$ cat src/rtl/regfile_pkg.sv
// Shared types and constants for the integer register file and its scoreboard.
package regfile_pkg;

  typedef enum logic {
    INIT = 1'b0,
    RUN  = 1'b1
  } state_e;

  localparam int unsigned XLEN_DEF = 32;
  localparam int unsigned NREG_DEF = 32;
  localparam int unsigned ZERO_REG = 0;

endpackage

$ cat src/rtl/regfile_sb_if.sv
// Decode/writeback side bundle of the register file: read ports, write port, scoreboard set.
interface regfile_sb_if
  import regfile_pkg::*;
#(
  parameter int unsigned XLEN = XLEN_DEF,
  parameter int unsigned NREG = NREG_DEF,
  localparam int unsigned AW  = $clog2(NREG)
) ();

  logic [AW-1:0]   A1;
  logic [AW-1:0]   A2;
  logic [XLEN-1:0] RD1;
  logic [XLEN-1:0] RD2;
  logic [AW-1:0]   A3;
  logic            WE3;
  logic [XLEN-1:0] WD3;
  logic            sb_set;
  logic [AW-1:0]   sb_addr;
  logic            busy1;
  logic            busy2;
  logic            ready;

  modport master (
    output A1, A2, A3, WE3, WD3, sb_set, sb_addr,
    input  RD1, RD2, busy1, busy2, ready
  );

  modport slave (
    input  A1, A2, A3, WE3, WD3, sb_set, sb_addr,
    output RD1, RD2, busy1, busy2, ready
  );

endinterface

$ cat src/rtl/reg_scoreboard.sv
// Per-register busy bits: set on issue of a long-latency producer, cleared on writeback.
module reg_scoreboard
  import regfile_pkg::*;
#(
  parameter int unsigned NREG = NREG_DEF,
  localparam int unsigned AW  = $clog2(NREG)
) (
  input  logic          clk,
  input  logic          rst,
  input  logic          set,
  input  logic [AW-1:0] set_addr,
  input  logic          clr,
  input  logic [AW-1:0] clr_addr,
  input  logic [AW-1:0] q1_addr,
  input  logic [AW-1:0] q2_addr,
  output logic          busy1_c,
  output logic          busy2_c
);

  logic [NREG-1:0] busy_q;
  logic [NREG-1:0] busy_d;

  // Set is applied after clear so a new producer supersedes the retiring one.
  always_comb begin
    busy_d = busy_q;
    if (clr && (clr_addr != AW'(ZERO_REG))) busy_d[clr_addr] = 1'b0;
    if (set && (set_addr != AW'(ZERO_REG))) busy_d[set_addr] = 1'b1;
    busy_d[ZERO_REG] = 1'b0;
  end

  always_ff @(posedge clk or negedge rst) begin
    if (!rst) busy_q <= '0;
    else      busy_q <= busy_d;
  end

  assign busy1_c = busy_q[q1_addr];
  assign busy2_c = busy_q[q2_addr];

endmodule

$ cat src/rtl/regfile_sb.sv
// Integer register file: zero register, optional write bypass, busy scoreboard,
// and a post-reset clear sweep that gates all outputs until the array is zeroed.
module regfile_sb
  import regfile_pkg::*;
#(
  parameter int unsigned XLEN   = XLEN_DEF,
  parameter int unsigned NREG   = NREG_DEF,
  parameter bit          BYPASS = 1'b1,
  localparam int unsigned AW    = $clog2(NREG)
) (
  input logic        clk,
  input logic        rst,
  regfile_sb_if.slave bus
);

  state_e          state_q, state_d;
  logic [AW-1:0]   cnt_q, cnt_d;
  logic            ready_q, ready_d;
  logic [XLEN-1:0] regs_q [NREG];

  logic            run_c;
  logic            wr_en_c;
  logic [AW-1:0]   wr_addr_c;
  logic [XLEN-1:0] wr_data_c;
  logic [XLEN-1:0] rd1_c, rd2_c;
  logic            byp1_c, byp2_c;
  logic            mask1_c, mask2_c;
  logic            sb_busy1_c, sb_busy2_c;

  assign run_c = (state_q == RUN);

  // Sweep/run control; the sweep owns the array write port until it finishes.
  always_comb begin
    state_d   = state_q;
    cnt_d     = cnt_q;
    wr_en_c   = 1'b0;
    wr_addr_c = bus.A3;
    wr_data_c = bus.WD3;
    case (state_q)
      INIT: begin
        wr_en_c   = 1'b1;
        wr_addr_c = cnt_q;
        wr_data_c = '0;
        cnt_d     = cnt_q + AW'(1);
        if (cnt_q == AW'(NREG - 1)) begin
          state_d = RUN;
          cnt_d   = '0;
        end
      end
      RUN: begin
        wr_en_c = bus.WE3 && (bus.A3 != AW'(ZERO_REG));
      end
      default: state_d = INIT;
    endcase
    ready_d = (state_d == RUN);
  end

  always_ff @(posedge clk or negedge rst) begin
    if (!rst) begin
      state_q <= INIT;
      cnt_q   <= '0;
      ready_q <= 1'b0;
    end else begin
      state_q <= state_d;
      cnt_q   <= cnt_d;
      ready_q <= ready_d;
    end
  end

  // Storage array is deliberately not reset; the sweep clears it.
  always_ff @(posedge clk) begin
    if (wr_en_c) regs_q[wr_addr_c] <= wr_data_c;
  end

  assign byp1_c  = BYPASS && bus.WE3 && (bus.A3 == bus.A1);
  assign byp2_c  = BYPASS && bus.WE3 && (bus.A3 == bus.A2);
  assign mask1_c = byp1_c && !(bus.sb_set && (bus.sb_addr == bus.A1));
  assign mask2_c = byp2_c && !(bus.sb_set && (bus.sb_addr == bus.A2));

  always_comb begin
    rd1_c = '0;
    if (run_c && (bus.A1 != AW'(ZERO_REG))) rd1_c = byp1_c ? bus.WD3 : regs_q[bus.A1];
  end

  always_comb begin
    rd2_c = '0;
    if (run_c && (bus.A2 != AW'(ZERO_REG))) rd2_c = byp2_c ? bus.WD3 : regs_q[bus.A2];
  end

  reg_scoreboard #(.NREG(NREG)) u_sb (
    .clk      (clk),
    .rst      (rst),
    .set      (run_c && bus.sb_set),
    .set_addr (bus.sb_addr),
    .clr      (run_c && bus.WE3),
    .clr_addr (bus.A3),
    .q1_addr  (bus.A1),
    .q2_addr  (bus.A2),
    .busy1_c  (sb_busy1_c),
    .busy2_c  (sb_busy2_c)
  );

  assign bus.RD1   = rd1_c;
  assign bus.RD2   = rd2_c;
  assign bus.busy1 = run_c && sb_busy1_c && !mask1_c;
  assign bus.busy2 = run_c && sb_busy2_c && !mask2_c;
  assign bus.ready = ready_q;

endmodule

$ cat src/flat_wrapper.sv
// flat-port wrapper written by rule: the top's interface ports become plain ports
module regfile_sb_flat import regfile_pkg::*;
#(
  parameter int unsigned XLEN   = XLEN_DEF,
  parameter int unsigned NREG   = NREG_DEF,
  parameter bit          BYPASS = 1'b1,
  localparam int unsigned AW    = $clog2(NREG)
)
  (clk, rst, bus_A1, bus_A2, bus_A3, bus_WE3, bus_WD3, bus_sb_set, bus_sb_addr, bus_RD1, bus_RD2, bus_busy1, bus_busy2, bus_ready);
  regfile_sb_if #(.XLEN(XLEN), .NREG(NREG)) bus_i ();
  input logic clk;
  input logic rst;
  input wire logic [$bits(bus_i.A1)-1:0] bus_A1;
  input wire logic [$bits(bus_i.A2)-1:0] bus_A2;
  input wire logic [$bits(bus_i.A3)-1:0] bus_A3;
  input wire logic [$bits(bus_i.WE3)-1:0] bus_WE3;
  input wire logic [$bits(bus_i.WD3)-1:0] bus_WD3;
  input wire logic [$bits(bus_i.sb_set)-1:0] bus_sb_set;
  input wire logic [$bits(bus_i.sb_addr)-1:0] bus_sb_addr;
  output wire logic [$bits(bus_i.RD1)-1:0] bus_RD1;
  output wire logic [$bits(bus_i.RD2)-1:0] bus_RD2;
  output wire logic [$bits(bus_i.busy1)-1:0] bus_busy1;
  output wire logic [$bits(bus_i.busy2)-1:0] bus_busy2;
  output wire logic [$bits(bus_i.ready)-1:0] bus_ready;
  assign bus_i.A1 = bus_A1;
  assign bus_i.A2 = bus_A2;
  assign bus_i.A3 = bus_A3;
  assign bus_i.WE3 = bus_WE3;
  assign bus_i.WD3 = bus_WD3;
  assign bus_i.sb_set = bus_sb_set;
  assign bus_i.sb_addr = bus_sb_addr;
  assign bus_RD1 = bus_i.RD1;
  assign bus_RD2 = bus_i.RD2;
  assign bus_busy1 = bus_i.busy1;
  assign bus_busy2 = bus_i.busy2;
  assign bus_ready = bus_i.ready;
  regfile_sb #(.XLEN(XLEN), .NREG(NREG), .BYPASS(BYPASS)) u_core (.clk(clk), .rst(rst), .bus(bus_i));
endmodule
$ cat config.mk
export PLATFORM = sky130hd
export DESIGN_NAME = regfile_sb_flat
export DESIGN_NICKNAME = d
export VERILOG_FILES = /design/src/rtl/regfile_pkg.sv /design/src/rtl/regfile_sb_if.sv /design/src/rtl/reg_scoreboard.sv /design/src/rtl/regfile_sb.sv /design/src/flat_wrapper.sv
export SDC_FILE = /design/constraint.sdc
export NUM_CORES = 1
export LEC_CHECK = 0
export CORE_UTILIZATION = 55
export CTS_CLUSTER_SIZE = 14
export DETAILED_ROUTE_END_ITERATION = 8
export HOLD_SLACK_MARGIN = 0.02
export PLACE_DENSITY = 0.68
export SLEW_MARGIN = 10
export SYNTH_ARGS = -nofsm -noshare
export SYNTH_HDL_FRONTEND = slang
export SYNTH_HIERARCHICAL = 1
export SYNTH_SLANG_ARGS = --single-unit
$ cat constraint.sdc
create_clock -name clk -period 3.88 [get_ports clk]
set_input_delay 0.776 -clock clk [delete_from_list [all_inputs] [get_ports clk]]
set_output_delay 0.776 -clock clk [all_outputs]
set_load 0.01 [all_outputs]
==> metrics <==
height of the die 306 um; Inserted Clock Buffers 109; I/O pin count 123; Yosys warnings 6; run status complete, but fails checks; part of the power in registers 48.5%; final setup vio count 1; Req. time, crit path 3100 ps; cell area after placement 0.0572 mm2; die footprint 0.0938 mm2; clk sinks 1061; Antenna Nets Post-Route 0; Slew Limit Fails 0; crit share post-route 100%; power per cell area 425 mW/mm2; transition time at the pin with the least slew margin 1230 ps; PortBufs 122; Initial Utilization 55.5%; arrival time at the worst endpoint 3100 ps; number of cells produced by synthesis 2945; average size of a mapped cell 17.3 um2; internal power consumption 19.9 mW; Worst Path Class, Setup in -> out; total wirelength of the detailed-routed design 165 mm; Worst-Skew Late Latency 710 ps; pin count of the biggest net entering global routing 53; setup slack of the worst register-to-register path 770 ps; r2r endpoint u_core/regs_q[19][11]; Pre-antenna DRT Iters 8; average via count per standard cell 7.23; largest voltage drop on the vdd net 0.000384 V; grt total ovfl 0; most used flip-flop cell after synthesis edfxtp_1; startpoint of the worst-slack reg-to-reg timing path u_core/bus.ready; flops & latches, synth 1061; GR Util All Layers 35.2%; post-route design area 0.0615 mm2; layout overhead on the synthesized area 20.8%; switching power of the nets 6.22 mW; Iteration-0 DRC Markers 4800; share of final-layout standard cells stronger than drive strength 1 33.1%; vias in the first global route 34743; number of cell instances on the worst register-to-register path 5; # DRC 2; net switching share of the total power 23.8%; most common cell after layout, fill and taps aside edfxtp_1; placeable core region 0.0917 mm2; commonest cells after routing, fill and taps aside edfxtp_1, mux4_2, buf_4; number of filler instances in the final layout 6104; die boundary width 306 um; leakage power 21.0 nW; syn_nets 3003; portion of synthesized cell area occupied by the leading cell type 60.4%; estimated wirelength of the detail-placed design 103 mm; initial antenna violation count 1; clock network fraction of design power 39.8%; deepest clock path buffer count 3; worst hold-check path type in -> async; standard-cell rows 111; wire length of the first global-routing pass 237 mm; distinct cell type count of the synthesized netlist 60; H-Tree Level Count 3; part of the total power dissipated in combinational logic 11.7%; post-route setup slack -0.463 ps; CTS tree done; sequential cell area fraction in the yosys report 62.2%; Slew Limit Headroom 17.8%; final clock skew 25.8 ps; minimum clock period 3880 ps; leading post-synthesis cells by cell area edfxtp_1, mux4_2, mux2i_1; Critical Path Start Type input pin; start point of the critical path bus_WE3; Total Neg Setup Slack -0.463 ps; most area-hungry cell type in the Yosys netlist edfxtp_1; ANT cells 0; Hold Violations, Final 0; cell at the root of the clock tree clkbuf_16; post-synthesis instance area 0.0509 mm2; worst slack at placement -700 ps; Clk pin slew, worst setup/hold paths 60 ps; via total after detailed routing 33895; final net count 3467; violated checks design-rule violations, negative setup slack; number of flops mapped to enable cells by yosys 1024; wire length per cell 35.1 um; Overall Power 26.1 mW; top achievable clock speed 258 MHz; Max FO, Critical Path 6; share of the core filled with cells 67.1%; async set or reset register ratio after synthesis 3.49%; Setup crit end kind output port; Max-Cap Viols 0; Routability Congestion 0.927
-- worst max path at each step --
stage | endpoint | slack [ps]
2_1_floorplan | u_core/regs_q[22][0] | 380
3_3_place_gp | bus_RD1[29] | -690
3_5_place_dp | bus_RD1[29] | -700
4_1_cts | bus_RD2[11] | 1
5_1_grt | bus_RD1[2] | -0.2
6_report | bus_RD1[26] | -0.5
-- power groups by stage --
stage	Sequential [mW]	Clock, mW	Combinational (mW)
finish	12.7	10.4	3.07
global route	12.7	10.9	3.19
CTS	12.7	10.5	3.00
detailed placement	12.9	0	2.93
global placement	12.9	0	2.89
floorplan	12.9	0	1.54
-- registers in the layout (all words and copies together) (netlist names) --
register            cells
u_core/bus.ready        1
u_core/cnt_q            5
u_core/regs_q        1024
u_core/u_sb/busy_q     31
-- layer usage --
| metal | up-vias | GRT usage (%) | share of wire, % |
|---|---|---|---|
| li1 | 13501 | - | - |
| met1 | 17609 | 45.8 | 36 |
| met2 | 2337 | 56.0 | 48 |
| met3 | 446 | 7.45 | 11 |
| met4 | 2 | 18.8 | 5.7 |
| met5 | - | 0 | 0.0079 |
-- cell families after synthesis --
| logic type | after synthesis | share of synthesized area (%) |
|---|---|---|
| adder cells (fa/ha/maj) | 2 | 0.0491 |
| flip-flops | 1061 | 62.2 |
| buffers and inverters | 250 | 2.56 |
| AND/OR/NAND/NOR | 279 | 2.79 |
| AO/OA/AOI/OAI | 600 | 8.59 |
| multiplexers | 733 | 23.4 |
| XOR/XNOR | 20 | 0.344 |
-- synth_stat cells (all sizes together) (2+ instances only) --
cell type	instances
nor2	117
buf	142
o311ai	2
nand3	19
nor3	4
o2111ai	2
and3	2
dfrtp	37
a31oi	3
o211ai	2
a221o	62
a21oi	40
ha	2
nor2b	39
o221ai	31
nand3b	11
nor3b	3
o31ai	2
inv	10
nand2b	8
mux2i	307
nor4	6
mux2	65
or3b	5
a22oi	99
edfxtp	1024
a211oi	62
xnor2	6
and2	34
o21ai	160
a221oi	126
clkbuf	98
nand2	24
xor2	14
mux4	361
nand4	3
-- per-stage QoR --
| stage | cells | hold slack (ps) |
|---|---|---|
| after detailed placement | 4446 | 525 |
| after CTS | 4677 | 504 |
| after global placement | 4446 | 499 |
| after floorplan | 2945 | 477 |
| final | 4686 | 532 |
| after global routing | 4686 | 563 |
-- critical path, cell delays in order --
cell	delay (ps)
clkdlybuf4s50_1	440
buf_4	180
a311o_2	490
buf_6	170
buf_12	140
buf_4	150
a211oi_4	340
a221o_1	180
clkdlybuf4s15_2	230
-- layout make-up --
class	count	area [um2]	share of cell area, %
inverters	10	38.8	0.0631
clock inverters	73	687	1.12
repair buffers	591	6170	10.0
well taps	1186	1480	2.41
multi-input cells	1636	18600	30.3
clock buffers	129	2820	4.59
flip-flops and latches	1061	31700	51.5
-- what timing repair did --
item / 4_1_cts / 5_1_grt
resized for setup: 162 / 10
hold buffers: 0 / 0
gates cloned: 3 / 1
setup endpoints to repair: 65 / 41
buffers inserted: 26 / 8
pin swaps: 21 / 6
Power figures use the tool's default switching activity.
